## src/rtl/boot_seq_ctrl_pkg.sv

```systemverilog
// Shared definitions for the AS2650 boot ROM overlay sequencer.
package boot_seq_ctrl_pkg;

    localparam int unsigned ADDR_W       = 16;
    localparam int unsigned ROM_WINDOW   = 256;
    localparam int unsigned ROM_AW       = $clog2(ROM_WINDOW);
    localparam int unsigned ROM_SIZE_DEF = 170;

    typedef enum logic [1:0] {
        ST_HOLD       = 2'd0,
        ST_ROM_ACTIVE = 2'd1,
        ST_HANDOFF    = 2'd2,
        ST_DONE       = 2'd3
    } boot_state_e;

endpackage

```

## src/rtl/boot_wdt.sv

```systemverilog
// Saturating up-counter with enable/clear; flags the cycle the count reaches all-ones.
module boot_wdt #(
    parameter int unsigned W = 20
) (
    input  logic clk,
    input  logic rst_n,
    input  logic i_en,
    input  logic i_clr,
    output logic o_term_c
);

    localparam logic [W-1:0] CNT_MAX = {W{1'b1}};
    localparam logic [W-1:0] CNT_PRE = CNT_MAX - W'(1);

    logic [W-1:0] r_cnt;

    always_ff @(posedge clk or negedge rst_n) begin
        if (!rst_n) begin
            r_cnt <= '0;
        end else if (i_clr) begin
            r_cnt <= '0;
        end else if (i_en && (r_cnt != CNT_MAX)) begin
            r_cnt <= r_cnt + W'(1);
        end
    end

    // High while enabled and the next increment lands on (or sits at) all-ones
    assign o_term_c = i_en && !i_clr && (r_cnt >= CNT_PRE);

endmodule

```

## src/rtl/boot_seq_ctrl.sv

```systemverilog
// Boot ROM overlay sequencer: post-reset CPU stall, ROM read wait states, handoff to external memory.
module boot_seq_ctrl
    import boot_seq_ctrl_pkg::*;
#(
    parameter int unsigned HOLD_CYCLES = 16,
    parameter int unsigned ROM_SIZE    = ROM_SIZE_DEF,
    parameter int unsigned TIMEOUT_W   = 20
) (
    input  logic              wb_clk_i,
    input  logic              rst_n,
    input  logic              boot_en,
    input  logic [ADDR_W-1:0] ram_start,
    input  logic [ADDR_W-1:0] cpu_addr,
    input  logic              cpu_rd,
    input  logic              cpu_mio,
    output logic [ROM_AW-1:0] last_addr,
    output logic              rom_sel,
    output logic              rd_ready,
    output logic              cpu_hold,
    output logic              ext_mem_en,
    output logic              booted,
    output logic              boot_timeout
);

    localparam int unsigned HOLD_W = $clog2(HOLD_CYCLES + 1);

    boot_state_e       r_state;
    logic [HOLD_W-1:0] r_hold_cnt;
    logic [ROM_AW-1:0] r_last_addr;
    logic              r_rom_sel;
    logic              r_rd_ready;
    logic              r_ack_pend;
    logic              r_cpu_hold;
    logic              r_ext_mem_en;
    logic              r_booted;
    logic              r_boot_timeout;

    logic w_mem_rd;
    logic w_rom_range;
    logic w_rom_hit;
    logic w_handoff;
    logic w_wdt_en;
    logic w_wdt_term;

    assign w_mem_rd    = cpu_rd && cpu_mio;
    assign w_rom_range = cpu_addr < ADDR_W'(ROM_SIZE);
    assign w_handoff   = w_mem_rd && (cpu_addr == ram_start);
    // A new ROM read is accepted only once the previous one is fully acknowledged
    assign w_rom_hit   = w_mem_rd && w_rom_range && !r_ack_pend && !r_rd_ready;
    assign w_wdt_en    = (r_state == ST_ROM_ACTIVE);

    boot_wdt #(
        .W (TIMEOUT_W)
    ) u_wdt (
        .clk      (wb_clk_i),
        .rst_n    (rst_n),
        .i_en     (w_wdt_en),
        .i_clr    (!w_wdt_en),
        .o_term_c (w_wdt_term)
    );

    always_ff @(posedge wb_clk_i or negedge rst_n) begin
        if (!rst_n) begin
            r_state        <= ST_HOLD;
            r_hold_cnt     <= '0;
            r_last_addr    <= '0;
            r_rom_sel      <= 1'b0;
            r_rd_ready     <= 1'b0;
            r_ack_pend     <= 1'b0;
            r_cpu_hold     <= 1'b1;
            r_ext_mem_en   <= 1'b0;
            r_booted       <= 1'b0;
            r_boot_timeout <= 1'b0;
        end else begin
            case (r_state)
                ST_HOLD: begin
                    r_hold_cnt <= r_hold_cnt + HOLD_W'(1);
                    if (r_hold_cnt == HOLD_W'(HOLD_CYCLES - 1)) begin
                        r_cpu_hold <= 1'b0;
                        if (boot_en) begin
                            r_state <= ST_ROM_ACTIVE;
                        end else begin
                            r_state      <= ST_DONE;
                            r_booted     <= 1'b1;
                            r_ext_mem_en <= 1'b1;
                        end
                    end
                end

                ST_ROM_ACTIVE: begin
                    // Handoff outranks both the watchdog and a ROM hit
                    if (w_handoff) begin
                        r_state      <= ST_HANDOFF;
                        r_rom_sel    <= 1'b0;
                        r_rd_ready   <= 1'b0;
                        r_ack_pend   <= 1'b0;
                        r_ext_mem_en <= 1'b1;
                    end else if (w_wdt_term) begin
                        r_state        <= ST_DONE;
                        r_boot_timeout <= 1'b1;
                        r_booted       <= 1'b1;
                        r_rom_sel      <= 1'b0;
                        r_rd_ready     <= 1'b0;
                        r_ack_pend     <= 1'b0;
                        r_ext_mem_en   <= 1'b1;
                    end else begin
                        r_ext_mem_en <= cpu_mio && !w_rom_range;
                        r_rd_ready   <= r_ack_pend;
                        if (w_rom_hit) begin
                            r_last_addr <= cpu_addr[ROM_AW-1:0];
                            r_rom_sel   <= 1'b1;
                            r_ack_pend  <= 1'b1;
                        end else begin
                            r_ack_pend <= 1'b0;
                            if (!cpu_rd) begin
                                r_rom_sel <= 1'b0;
                            end
                        end
                    end
                end

                ST_HANDOFF: begin
                    r_state      <= ST_DONE;
                    r_booted     <= 1'b1;
                    r_ext_mem_en <= 1'b1;
                end

                ST_DONE: begin
                    r_ext_mem_en <= 1'b1;
                    r_rom_sel    <= 1'b0;
                    r_rd_ready   <= 1'b0;
                    r_ack_pend   <= 1'b0;
                    r_cpu_hold   <= 1'b0;
                end

                default: begin
                    r_state <= ST_HOLD;
                end
            endcase
        end
    end

    assign last_addr    = r_last_addr;
    assign rom_sel      = r_rom_sel;
    assign rd_ready     = r_rd_ready;
    assign cpu_hold     = r_cpu_hold;
    assign ext_mem_en   = r_ext_mem_en;
    assign booted       = r_booted;
    assign boot_timeout = r_boot_timeout;

endmodule

```

## config.mk

```make
export PLATFORM = sky130hd
export DESIGN_NAME = boot_seq_ctrl
export DESIGN_NICKNAME = d
export VERILOG_FILES = /design/src/rtl/boot_seq_ctrl_pkg.sv /design/src/rtl/boot_wdt.sv /design/src/rtl/boot_seq_ctrl.sv
export SDC_FILE = /design/constraint.sdc
export NUM_CORES = 1
export LEC_CHECK = 0
export BUFFER_PORTS_ARGS = -buffer_cell sky130_fd_sc_hd__buf_2
export CAP_MARGIN = 15
export CORE_ASPECT_RATIO = 2
export CORE_MARGIN = 2
export CORE_UTILIZATION = 45
export DETAILED_ROUTE_END_ITERATION = 8
export GPL_TIMING_DRIVEN = 0
export PLACE_DENSITY = 0.7
export SLEW_MARGIN = 20
export SYNTH_ARGS = -nofsm -noshare
export SYNTH_HDL_FRONTEND = slang
export SYNTH_SLANG_ARGS = --single-unit
```

## constraint.sdc

```tcl
create_clock -name wb_clk_i -period 2.5 [get_ports wb_clk_i]
set_clock_uncertainty 0.15 [all_clocks]
set_input_delay 0.25 -clock wb_clk_i [delete_from_list [all_inputs] [get_ports wb_clk_i]]
set_output_delay 0.25 -clock wb_clk_i [all_outputs]
set_load 0.03 [all_outputs]
```

==> results.yml <==
sta:
  fin_ws_ns: 0.2242
  fin_crit_ns: 2.276
  max_freq_ghz: 0.4394
  slew_violations: 0
  rsz0062_at_grt: "false"
  tightest_slew_ns: 0.9280
  period_share_pct: 91.03
  finalSetupViolCount: 0
  relSlewSlack_pct: 38.13
  finalSetupTns_ns: 0
  hold_viol_final: 0
power:
  clockPowerShare_pct: 26.9
  combPwrFrac_pct: 25.6
  p_seq_share_pct: 47.5
  swShare_pct: 32.58
  p_leak_nw: 1.265
  power.density_nw_per_um2: 636.1
  internal-power_w: 0.001150
  peakVddDrop_v: 0.0004428
  p_sw_w: 0.0005557
synthesis:
  syn_inst: 215
  ys_types: 41
  synth_edf_count: 0
  synth_seq_area_share_pct: 46.80
  syn_area_um2: 2248
  synthFlopType: "dfrtp_1"
  synth.avg_cell_area_um2: 10.46
  ys_ff_latch: 42
  async_flop_share_pct: 100.0
  synth_nets: 260
  yosys_warnings: 0
floorplanning:
  rows: 36
  die_area_um2: 5612
  start_util_pct: 46.22
  die_x_um: 53.98
  io_pins: 51
  die_y_um: 104.0
  core_um2: 4865
clock_network:
  ctsRootBufferMaster: "clkbuf_8"
  clock_sinks: 42
  h-tree-depth: 2
  numCtsBuffers: 5
  cts.path.max_buffers: 2
  path_clk_slew_ns: 0.08
  clock_latency_ns: 0.30
  cts_tree: "done"
layout:
  fin_nets: 318
  final_cells: 331
  fillers: 442
  antenna_cells: 0
  final_util_pct: 55.12
  synthToLayoutAreaGrowth_pct: 19.25
  drive_above_1_share_pct: 27.01
route:
  dr.pass1.iters: 4
  wl_mm: 4.727
  vias: 1760
  vias_per_cell: 5.317
  remaining_drc_errors: 0
  avgRoutedWirePerCell_um: 14.28
  ant_nets: 0
  drtIter0Drc: 23
setup_path:
  cp_slowest_stage_delay_ns: 0.45
  timing.reg2reg.setup_slack_ns: 0.22
  crit_slowest_cell: "dfrtp_1"
  worst_r2r_path_depth: 7
  worst-path-stages: 7
  timing.rr.start: "u_wdt.r_cnt[0]$_DFFE_PN0P_"
  critPathBufInv: 1
  cpLargestDelayFamily: "simple AND/OR/NAND/NOR gates"
  cp_cell_sequence: "inv_1, ha_1, o211ai_1, nor3_1, a31oi_2, nand3_2, mux2_2"
  endpoint_kind: "flop"
  required_ns: 2.53
  crit_type: "reg2reg"
  worstSetupEndpoint: "last_addr[4]$_DFFE_PN0P_"
  startpoint: "u_wdt.r_cnt[0]$_DFFE_PN0P_"
  cp-start-kind: "flop"
  critical_path_arrival_ns: 2.30
  critPathMaxFanout: 9
  worstReg2RegEnd: "last_addr[4]$_DFFE_PN0P_"
placed_design:
  place_ws_ns: 0.2315
  hpwl_mm: 3.672
  place_inst: 322
  port-buffer-count: 50
  place_congestion: 0.8126
min_path:
  hold_path.class: "in2reg"
  hp-start: "cpu_addr[0]"
job:
  cap_viol_max_count: 0
grt:
  track_usage_pct: 18.79
  grt_pass1_vias: 1820
  grt_max_degree: 43
  grt_overflow_total: 0
  grt_pass1_wl_mm: 7.997
  antenna_found_initial: 0
outcome:
  status: "completed"
## through the flow
stage                     hold WS, ns  area (um^2)  total power [W]
after detailed placement       0.2952         2570         0.001263
after global routing          0.06493         2681         0.001821
after floorplan               -0.1956         2248         0.001114
after global placement         0.2955         2570         0.001249
after CTS                     0.06755         2675         0.001726
final                         0.06743         2681         0.001706
## cells by family (layout without fill, tap and decap cells)
logic type | Yosys count | count (layout) | share of synthesized area (%)
flip-flops | 42 | 42 | 46.80
multiplexers | 12 | 12 | 5.843
AO/OA/AOI/OAI | 24 | 24 | 7.680
XOR/XNOR | 35 | 35 | 13.63
AND/OR/NAND/NOR | 82 | 82 | 19.59
buffers and inverters | 12 | 71 | 2.003
adder cells (fa/ha/maj) | 8 | 8 | 4.452
## power by group through the flow
| stage | combinational, W | sequential [W] | clock (W) |
|---|---|---|---|
| 2_1_floorplan | 0.000295 | 0.000819 | 0 |
| 3_3_place_gp | 0.000429 | 0.000820 | 0 |
| 3_5_place_dp | 0.000440 | 0.000823 | 0 |
| 4_1_cts | 0.000443 | 0.000810 | 0.000472 |
| 5_1_grt | 0.000502 | 0.000822 | 0.000497 |
| 6_report | 0.000437 | 0.000810 | 0.000458 |
## Yosys cell counts (2+ instances only)
cell / number / share of area, %
nand3_1: 11 / 2.4
nand4_1: 9 / 2.5
dfrtp_1: 41 / 46
nor3_1: 5 / 1.1
mux2_2: 9 / 4.5
nor3b_1: 2 / 0.67
clkbuf_1: 3 / 0.50
ha_1: 8 / 4.5
inv_1: 9 / 1.5
mux2i_1: 3 / 1.3
and2_1: 2 / 0.56
xor2_1: 21 / 8.2
xnor2_1: 14 / 5.5
nor4_1: 4 / 1.1
o21ai_0: 5 / 1.1
a21oi_1: 5 / 1.1
nor2b_1: 3 / 0.83
nand2_1: 16 / 2.7
nor2_1: 19 / 3.2
and3_1: 3 / 0.83
a31oi_1: 3 / 0.83
## registers in the layout (all words and copies together) (netlist names)
| name | count |
|---|---|
| ext_mem_en | 1 |
| boot_timeout | 1 |
| r_ack_pend | 1 |
| rom_sel | 1 |
| u_wdt.r_cnt | 20 |
| last_addr | 8 |
| rd_ready | 1 |
| booted | 1 |
| r_hold_cnt | 5 |
| r_state | 2 |
| cpu_hold | 1 |
## per-layer routing
layer,up-vias,part of all wire (%),GRT usage (%)
met2,41,56,32.93
met4,0,2.3,7.143
li1,862,-,-
met3,9,3.5,3.592
met1,848,38,21.21
met5,-,0,0
## area by class of cell
| type | count | area, um^2 | share of cell area [%] |
|---|---|---|---|
| Buffer | 3 | 11.26 | 0.4200 |
| Sequential cell | 42 | 1052 | 39.24 |
| Clock buffer | 6 | 82.58 | 3.080 |
| Tap cell | 57 | 71.32 | 2.660 |
| Inverter | 9 | 33.78 | 1.260 |
| Timing Repair Buffer | 51 | 260.3 | 9.706 |
| Clock inverter | 2 | 12.51 | 0.4666 |
| Multi-Input combinational cell | 161 | 1157 | 43.16 |
## worst min-delay path by stage
stage,slack [ns],cells after the start,to
2_1_floorplan,-0.20,0,boot_timeout$_DFFE_PN0P_
3_3_place_gp,0.30,1,u_wdt.r_cnt[10]$_DFFE_PN0P_
3_5_place_dp,0.30,1,u_wdt.r_cnt[8]$_DFFE_PN0P_
4_1_cts,0.07,2,last_addr[0]$_DFFE_PN0P_
5_1_grt,0.06,2,last_addr[0]$_DFFE_PN0P_
6_report,0.07,2,last_addr[0]$_DFFE_PN0P_
## what timing repair did
item | 4_1_cts | 5_1_grt
hold endpoints to repair | 41 | 0
setup endpoints to repair | 0 | 8
hold buffers | 1 | 0
setup buffers | 0 | 0
gates resized for setup | 0 | 1
## placed cells by master (no fill, tap or decap), types with 2 or more instances in the layout
| master | instances |
|---|---|
| buf_2 | 50 |
| dfrtp_1 | 41 |
| xor2_1 | 21 |
| nor2_1 | 19 |
| nand2_1 | 16 |
| xnor2_1 | 14 |
| nand3_1 | 11 |
| inv_1 | 9 |
| nand4_1 | 9 |
| mux2_2 | 9 |
| ha_1 | 8 |
| clkbuf_8 | 6 |
| o21ai_0 | 5 |
| a21oi_1 | 5 |
| nor3_1 | 5 |
| nor4_1 | 4 |
| and3_1 | 3 |
| clkbuf_1 | 3 |
| nor2b_1 | 3 |
| mux2i_1 | 3 |
| nor3b_1 | 2 |
| and2_1 | 2 |
| a31oi_1 | 2 |
No activity file was read; power rests on OpenSTA's default activity.
